## config.mk

```make
export PLATFORM = sky130hd
export DESIGN_NAME = debounce_multi
export DESIGN_NICKNAME = d
export VERILOG_FILES = /design/src/rtl/debounce_pkg.sv /design/src/rtl/debounce_chan.sv /design/src/rtl/debounce_multi.sv
export SDC_FILE = /design/constraint.sdc
export NUM_CORES = 1
export LEC_CHECK = 0
export BUFFER_PORTS_ARGS = -buffer_cell sky130_fd_sc_hd__buf_2
export CELL_PAD_IN_SITES_DETAIL_PLACEMENT = 2
export CELL_PAD_IN_SITES_GLOBAL_PLACEMENT = 2
export CORE_MARGIN = 5
export CORE_UTILIZATION = 30
export DETAILED_ROUTE_END_ITERATION = 10
export PLACE_DENSITY = 0.62
export SYNTH_ARGS = -nofsm -noshare
export SYNTH_HDL_FRONTEND = slang
export SYNTH_SLANG_ARGS = --single-unit
```

## constraint.sdc

```tcl
create_clock -name clk -period 6.24 [get_ports clk]
set_input_delay 0.312 -clock clk [delete_from_list [all_inputs] [get_ports clk]]
set_output_delay 0.312 -clock clk [all_outputs]
set_load 0.02 [all_outputs]
```

## src/rtl/debounce_pkg.sv

```systemverilog
// Shared defaults and elaboration-time helpers for the multi-channel button debouncer.
package debounce_pkg;

  localparam int DEF_N_CH     = 5;
  localparam int DEF_CNT_W    = 12;
  localparam int DEF_TH_HI    = 2000;
  localparam int DEF_TH_LO    = 1000;
  localparam int DEF_LONG_CYC = 50000;

  function automatic int clog2(input int value);
    int r;
    r = 0;
    while ((64'd1 << r) < 64'(value)) r++;
    return r;
  endfunction

  // Thresholds must sit strictly inside the counter range so both edges of the window are reachable.
  function automatic bit params_ok(input int cnt_w, input int th_hi, input int th_lo,
                                   input int long_cyc);
    longint cnt_max;
    cnt_max = (64'sd1 <<< cnt_w) - 64'sd1;
    return (th_lo >= 1) && (th_lo <= th_hi) && (longint'(th_hi) < cnt_max) && (long_cyc >= 1);
  endfunction

endpackage

```

## src/rtl/debounce_chan.sv

```systemverilog
// One debouncer channel: two-flop synchroniser, saturating integrator, hysteresis level,
// edge pulses and a single long-press pulse per press.
module debounce_chan
  import debounce_pkg::*;
#(
  parameter int CNT_W    = DEF_CNT_W,
  parameter int TH_HI    = DEF_TH_HI,
  parameter int TH_LO    = DEF_TH_LO,
  parameter int LONG_CYC = DEF_LONG_CYC
) (
  input  logic clk,
  input  logic rst,
  input  logic btn_i,
  output logic level_o,
  output logic rise_o,
  output logic fall_o,
  output logic long_press_o
);

  localparam int HOLD_W = clog2(LONG_CYC + 1);
  localparam logic [CNT_W-1:0]  CNT_MAX  = '1;
  localparam logic [CNT_W-1:0]  HI       = CNT_W'(TH_HI);
  localparam logic [CNT_W-1:0]  LO       = CNT_W'(TH_LO);
  localparam logic [HOLD_W-1:0] HOLD_MAX = HOLD_W'(LONG_CYC);
  localparam logic [HOLD_W-1:0] HOLD_PRE = HOLD_W'(LONG_CYC - 1);

  logic              ff1_q, ff2_q;
  logic [CNT_W-1:0]  cnt_q, cnt_d;
  logic [HOLD_W-1:0] hold_q, hold_d;
  logic              level_q, level_d;
  logic              rise_q, fall_q, long_q;

  always_comb begin
    cnt_d = cnt_q;
    if (ff2_q) begin
      if (cnt_q != CNT_MAX) cnt_d = cnt_q + 1'b1;
    end else if (cnt_q != '0) begin
      cnt_d = cnt_q - 1'b1;
    end

    // Between the two thresholds the previous level is kept.
    level_d = level_q;
    if (cnt_q > HI)      level_d = 1'b1;
    else if (cnt_q < LO) level_d = 1'b0;

    hold_d = '0;
    if (level_q) hold_d = (hold_q == HOLD_MAX) ? hold_q : hold_q + 1'b1;
  end

  always_ff @(posedge clk) begin
    if (rst) begin
      ff1_q   <= 1'b0;
      ff2_q   <= 1'b0;
      cnt_q   <= '0;
      hold_q  <= '0;
      level_q <= 1'b0;
      rise_q  <= 1'b0;
      fall_q  <= 1'b0;
      long_q  <= 1'b0;
    end else begin
      ff1_q   <= btn_i;
      ff2_q   <= ff1_q;
      cnt_q   <= cnt_d;
      hold_q  <= hold_d;
      level_q <= level_d;
      rise_q  <= level_d & ~level_q;
      fall_q  <= ~level_d & level_q;
      // hold_q passes LONG_CYC-1 exactly once while level stays high.
      long_q  <= level_q && (hold_q == HOLD_PRE);
    end
  end

  assign level_o      = level_q;
  assign rise_o       = rise_q;
  assign fall_o       = fall_q;
  assign long_press_o = long_q;

endmodule

```

## src/rtl/debounce_multi.sv

```systemverilog
// N_CH independent button debouncers; rejects inconsistent threshold settings at elaboration.
module debounce_multi
  import debounce_pkg::*;
#(
  parameter int N_CH     = DEF_N_CH,
  parameter int CNT_W    = DEF_CNT_W,
  parameter int TH_HI    = DEF_TH_HI,
  parameter int TH_LO    = DEF_TH_LO,
  parameter int LONG_CYC = DEF_LONG_CYC
) (
  input  logic            clk,
  input  logic            rst,
  input  logic [N_CH-1:0] btn,
  output logic [N_CH-1:0] level,
  output logic [N_CH-1:0] rise,
  output logic [N_CH-1:0] fall,
  output logic [N_CH-1:0] long_press
);

  if (!params_ok(CNT_W, TH_HI, TH_LO, LONG_CYC)) begin : g_param_err
    $fatal(1, "debounce_multi: need 1 <= TH_LO <= TH_HI < 2**CNT_W-1 and LONG_CYC >= 1");
  end

  for (genvar i = 0; i < N_CH; i++) begin : g_ch
    debounce_chan #(
      .CNT_W   (CNT_W),
      .TH_HI   (TH_HI),
      .TH_LO   (TH_LO),
      .LONG_CYC(LONG_CYC)
    ) u_chan (
      .clk         (clk),
      .rst         (rst),
      .btn_i       (btn[i]),
      .level_o     (level[i]),
      .rise_o      (rise[i]),
      .fall_o      (fall[i]),
      .long_press_o(long_press[i])
    );
  end

endmodule

```

# Word-level counts from Yosys, hierarchy flattened
# Index checks and enable logic that the tools add are counted.
dict set report totals {
  mem_bits_ro 0
  mem_bits_rw 0
  n_memories 0
  in_bits 7
  reg_bits 170
  out_inout_bits 20
  wordCells 155
  latchBits 0
}
dict set report classes {
  n_div 0
  eq_ne 20
  muxes 25
  mul 0
  add_sub_neg 15
  order_cmp 10
  bitwise_logic 20
  n_shift 0
  reduce_logical 25
}
# op count
set ops {}
lappend ops {{2-to-1 mux 12 bit} 15}
lappend ops {{== test 16 bit, second input constant} 10}
lappend ops {{adder 16 x 1 -> 16 bit, second input constant} 5}
lappend ops {{adder 12 x 1 -> 12 bit, second input constant} 5}
lappend ops {{greater-than comparator 12 x 11 -> 1 bit, second input constant} 5}
lappend ops {{< comparator 12 x 10 -> 1 bit, second input constant} 5}
lappend ops {{inequality test 12 bit, second input constant} 5}
lappend ops {{nonzero test 12 bit} 5}
lappend ops {{subtractor 12 x 1 -> 12 bit, second input constant} 5}
lappend ops {{AND 1 bit} 10}
lappend ops {{2-to-1 mux 1 bit} 10}
lappend ops {{inequality test 2 bit, second input constant} 5}
lappend ops {{inverter 1 bit} 10}
lappend ops {{AND reduction 2 bit} 5}
lappend ops {{nonzero test 2 bit} 5}
lappend ops {{OR reduction 2 bit} 5}
lappend ops {{logical AND 1 bit} 5}

# Longest topological paths before layout
dict set report depth {
  word_depth 5
  ltp_mapped 9
}

# Cells and area by module
# Synthesis repeated with hierarchy kept, for this count alone.
dict set report unflattened {
  hier_cells 995
  area_unflattened_um2 8839.7
}
# module instances cells_each area_per_inst_um2 seq_area_each_um2
set modules_own_cells {}
lappend modules_own_cells {debounce_chan 5 199 1767.9 680.7}

# Worst setup path before layout
# OpenSTA, ideal clock, no wires.
dict set report synth_path {
  kind {register to register}
  startpoint {register g_ch[2].u_chan.ff2_q}
  endpoint {register g_ch[2].u_chan.cnt_q[11]}
  path_stages_with_launch 9
  setup_slack_ns 4.171
  setup_ns 0.133
  n_path_buf 0
  t_arrival_ns 1.936
  period_less_slack_ns 2.069
  path_cell_list {dfxtp_1 inv_1 ha_1 a21o_1 a21o_1 a41o_1 a211oi_1 xnor2_1 a21oi_1}
}
dict set report synth_via {
  elab_chain_len 2
  word_cells_on_any_way 4
}
# element line
set synth_lines {}
lappend synth_lines {{start: declaration} debounce_chan.sv:27} ;# logic ff1_q, ff2_q;
lappend synth_lines {{start signal: assignment} debounce_chan.sv:62} ;# ff2_q <= ff1_q;
lappend synth_lines {{inequality test 2 bit (no source line) or nonzero test 2 bit (tied branches)} n/a}
lappend synth_lines {{AND reduction 2 bit (no source line)} n/a}
lappend synth_lines {{end signal: assignment} debounce_chan.sv:63} ;# cnt_q <= cnt_d;
lappend synth_lines {{end: declaration} debounce_chan.sv:28} ;# logic [CNT_W-1:0] cnt_q, cnt_d;
# Parallel ways exist; a longest one is shown, timed or not.
# A chain may end at the register's enable or synchronous reset.

# Worst setup path in the final report
dict set report layout_path {
  startpoint {register g_ch[0].u_chan.ff2_q}
  endpoint {register g_ch[0].u_chan.cnt_q[10]}
}
dict set report layout_via {
  elab_chain_len 2
  word_cells_on_any_way 4
}
# element line
set layout_lines {}
lappend layout_lines {{start: declaration} debounce_chan.sv:27}
lappend layout_lines {{start signal: assignment} debounce_chan.sv:62}
lappend layout_lines {{inequality test 2 bit (no source line) or nonzero test 2 bit (tied branches)} n/a}
lappend layout_lines {{AND reduction 2 bit (no source line)} n/a}
lappend layout_lines {{end signal: assignment} debounce_chan.sv:63}
lappend layout_lines {{end: declaration} debounce_chan.sv:28}
# Parallel ways exist; a longest one is shown, timed or not.

==> metrics.md <==
| Metric | Value |
|---|---|
| Worst EP required | `between 6 and 7 ns` |
| DR vias/cell | `between 5 and 6` |
| Cell family with most CP delay | `simple AND/OR/NAND/NOR gates` |
| Run status | `completed` |
| Fill count | `between 3,000 and 4,000` |
| CP max stage delay | `0.47 ns` |
| H-Tree Depth | `4` |
| DIE WIDTH | `183 µm` |
| Total global-route track usage | `roughly 14%` |
| Mean routed wirelength per cell | `between 15 and 20 µm` |
| Cts repair resizes | `0` |
| Max_cap viols | `0` |
| Worst setup path class | `reg2reg` |
| Total Power | `4.49 mW` |
| Die Footprint | `between 30,000 and 40,000 µm²` |
| Initial antenna violation count | `0` |
| WL final | `22,600 µm` |
| Nets | `between 1,000 and 1,500` |
| Clock insertion delay at the later pin of the skew report | `0.44 ns` |
| Post-CTS Hold Buffers | `0` |
| Synth warn | `0` |
| CP Max Fanout | `10` |
| Share of cells above drive strength 1 | `about 7.1%` |
| Synthesized area per cell | `8.58 µm²` |
| Pleak | `3.66 nW` |
| Congestion Overflow GR | `0` |
| Worst Max-Slew Pin Slew | `0.754 ns` |
| Detailed placement HPWL | `between 15,000 and 20,000 µm` |
| Startpoint types | `flip-flop` |
| Crit-path cells | `inv_1, ha_1, nor2b_1, o31a_1, nor4_1, a2bb2oi_1, xnor2_1, a21oi_1` |
| Worst vdd ir | `187 µV` |
| Crit path DAT | `roughly 2.8 ns` |
| Buf/Inv on CP | `1` |
| Post-synth top flop | `dfxtp_1` |
| Worst-path clk slew | `0.07 ns` |
| Worst Clk Skew | `between 0.01 and 0.015 ns` |
| Instance count of the mapped netlist | `1,048` |
| Area contributors post-synth | `dfxtp_1 (38%), ha_1 (8.3%), a21oi_1 (6.5%), xor2_1 (5.6%), nor2_1 (4.9%)` |
| Max Root-Sink Buffers | `2` |
| DRC violations left | `0` |
| F_max | `407 MHz` |
| DIE HEIGHT | `183 µm` |
| Pin count of the biggest net entering global routing | `31` |
| CP max-delay cell | `dfxtp_1` |
| Fin crit share | `39.3%` |
| Synth cell types | `56` |
| Post-CTS Setup Bufs | `0` |
| Grt met1 use | `18.3%` |
| Final hold viol count | `0` |
| RSZ-0062 raised after global routing | `no` |
| Placer Congestion | `0.704` |
| Number of nets with antenna violations after routing | `0` |
| Worst path depth | `8` |
| Cell type with the largest total area after synthesis | `dfxtp_1` |
| Synthesized cell area | `8990 µm²` |
| Ys async rst share | `0%` |
| Area grow syn2layout | `11.4%` |
| Post-synthesis sequential area ratio | `37.9%` |
| Fin Hold WS | `0.0849 ns` |
| Pwr Density | `449 nW/µm²` |
| Core ar. | `slightly below 30,000 µm²` |
| Number of buffers created by CTS | `17` |
| Hold Crit Depth | `2` |
| Post-placement worst setup slack | `3.81 ns` |
| Number of flops mapped to enable cells by yosys | `0` |
| Slew Limit Fails | `0` |
| Top cell type's share of synthesized area | `37.9%` |
| Vias post-DR | `7,412` |
| Final setup TNS | `0 ns` |
| R2R depth | `8` |
| Gr busiest metal | `met2` |
| Std cell rows | `between 60 and 70` |
| Normalized max-slew margin | `between 40% and 50%` |
| Worst Hold Class | `in2reg` |
| Grt met3 use | `2.86%` |
| Port bufs | `26` |
| # setup viols final | `0` |
| First-pass GRT wire length | `38,800 µm` |
| Met2 Use GR | `23.1%` |
| Vias in the first global route | `approximately 7,900` |
| Syn Nets | `1,120` |
| Yosys reg bits | `170` |
| Initial core utilization | `30.3%` |
| DR iter-0 viols | `about 240` |
| Post-layout worst setup margin | `approximately 3.8 ns` |
| IO Count | `27` |
| CTS sink cnt | `170` |
| N_diodes | `0` |
| Clk root buf | `clkbuf_16` |
| CP Capture Type | `flip-flop` |
| DRT Pass-1 Iters | `4` |
| CTS tree | `yes` |
| Fin crit period | `2.46 ns` |
==> through the flow <==
stage / cells / utilization [%] / cell area, µm²
after floorplan: 1048 / - / 8990
after global placement: 1420 / 31.6 / 9360
after detailed placement: 1420 / 31.6 / 9360
after CTS: 1452 / 33.8 / 10000
after global routing: 1452 / 33.8 / 10000
final: 1452 / 33.8 / 10000
==> Yosys cell counts, types with 2 or more instances <==
cell type and n:
and2_1 2, a2111oi_0 2, o211ai_1 6, o31a_1 5, ha_1 60, o21bai_1 3
fa_1 5, nand4_1 32, clkbuf_1 21, and3_1 10, o21ai_0 44, and4_1 9
mux2i_1 2, nor4b_1 3, nand3_1 34, nor2b_1 19, nand2b_1 20, or4_4 2
a21oi_2 10, o21a_1 7, a31oi_1 4, nor4_1 20, nor2_1 117, nor3_1 19
xor2_1 57, buf_4 21, a21oi_1 116, o22ai_1 3, inv_1 38, dfxtp_1 170
a211oi_1 11, xnor2_1 45, a21o_1 14, buf_1 2, or4_1 8, nand4b_1 2
nand3b_1 4, nor3b_1 4, a311oi_1 2, nand2_1 58, or3_1 22
==> final cells by class <==
class                   instances  area, µm²  share of cell area (%)
multi-input cells             795       5190                    51.8
clock buffers                  21        470                    4.70
well taps                     390        488                    4.87
clock inverters                11        180                    1.80
inverters                      38        143                    1.42
repair buffers                 27        138                    1.37
flip-flops and latches        170       3400                    34.0
==> report_power, final <==
part           total [mW]  switching (mW)  internal (mW)
registers            1.49           0.211           1.28
logic                1.82            1.00          0.822
clock network        1.18           0.469          0.711
total                4.49            1.68           2.81
==> path summary, 6_finish.rpt <==
check                                                     start                               endpoint  slack (ns)
worst max-delay path            g_ch[0].u_chan.ff2_q$_SDFF_PP0_  g_ch[0].u_chan.cnt_q[10]$_SDFFE_PP0P_        3.78
worst min register to register  g_ch[0].u_chan.ff1_q$_SDFF_PP0_        g_ch[0].u_chan.ff2_q$_SDFF_PP0_        0.45
worst min-delay path                                     btn[0]        g_ch[0].u_chan.ff1_q$_SDFF_PP0_        0.08
worst max register to register  g_ch[0].u_chan.ff2_q$_SDFF_PP0_  g_ch[0].u_chan.cnt_q[10]$_SDFFE_PP0P_        3.78
==> state kept, by name, summed over array words and instances, names as in the netlist <==
register	cells
g_ch.u_chan.ff2_q	5
g_ch.u_chan.ff1_q	5
g_ch.u_chan.cnt_q	60
g_ch.u_chan.level_o	5
g_ch.u_chan.fall_o	5
g_ch.u_chan.hold_q	80
g_ch.u_chan.long_press_o	5
g_ch.u_chan.rise_o	5
==> per-layer routing <==
metal / wire, µm / vias up / share of wire [%]
li1: - / 3704 / -
met1: 11300 / 3661 / 50
met2: 10600 / 34 / 47
met3: 422 / 13 / 1.9
met4: 195 / 0 / 0.86
met5: 0 / - / 0
==> cells in the final DEF, fill, tap and decap left out, types with 4 or more instances in the layout <==
| master | instances |
|---|---|
| a211oi_1 | 11 |
| a21o_1 | 14 |
| a21oi_1 | 116 |
| a21oi_2 | 10 |
| a31oi_1 | 4 |
| and3_1 | 10 |
| and4_1 | 9 |
| buf_2 | 26 |
| bufinv_16 | 4 |
| clkbuf_16 | 17 |
| dfxtp_1 | 170 |
| fa_1 | 5 |
| ha_1 | 60 |
| inv_1 | 38 |
| inv_6 | 5 |
| nand2_1 | 58 |
| nand2b_1 | 20 |
| nand3_1 | 34 |
| nand3b_1 | 4 |
| nand4_1 | 32 |
| nor2_1 | 117 |
| nor2b_1 | 19 |
| nor3_1 | 19 |
| nor3b_1 | 4 |
| nor4_1 | 20 |
| o211ai_1 | 6 |
| o21a_1 | 7 |
| o21ai_0 | 44 |
| o31a_1 | 5 |
| or3_1 | 22 |
| or4_1 | 8 |
| xnor2_1 | 45 |
| xor2_1 | 57 |
==> cells by family after synthesis <==
kind of cell | after synthesis | share of synthesized area (%)
and+or+nand+nor | 390 | 22.4
AOI/OAI and AO/OA | 235 | 15.5
DFF | 170 | 37.9
xor gates and xnor gates | 102 | 9.94
buffers and inverters | 83 | 4.43
adders and majority gates | 65 | 9.46
muxes | 3 | 0.348
Note: power is estimated with default switching activity, not from simulation.
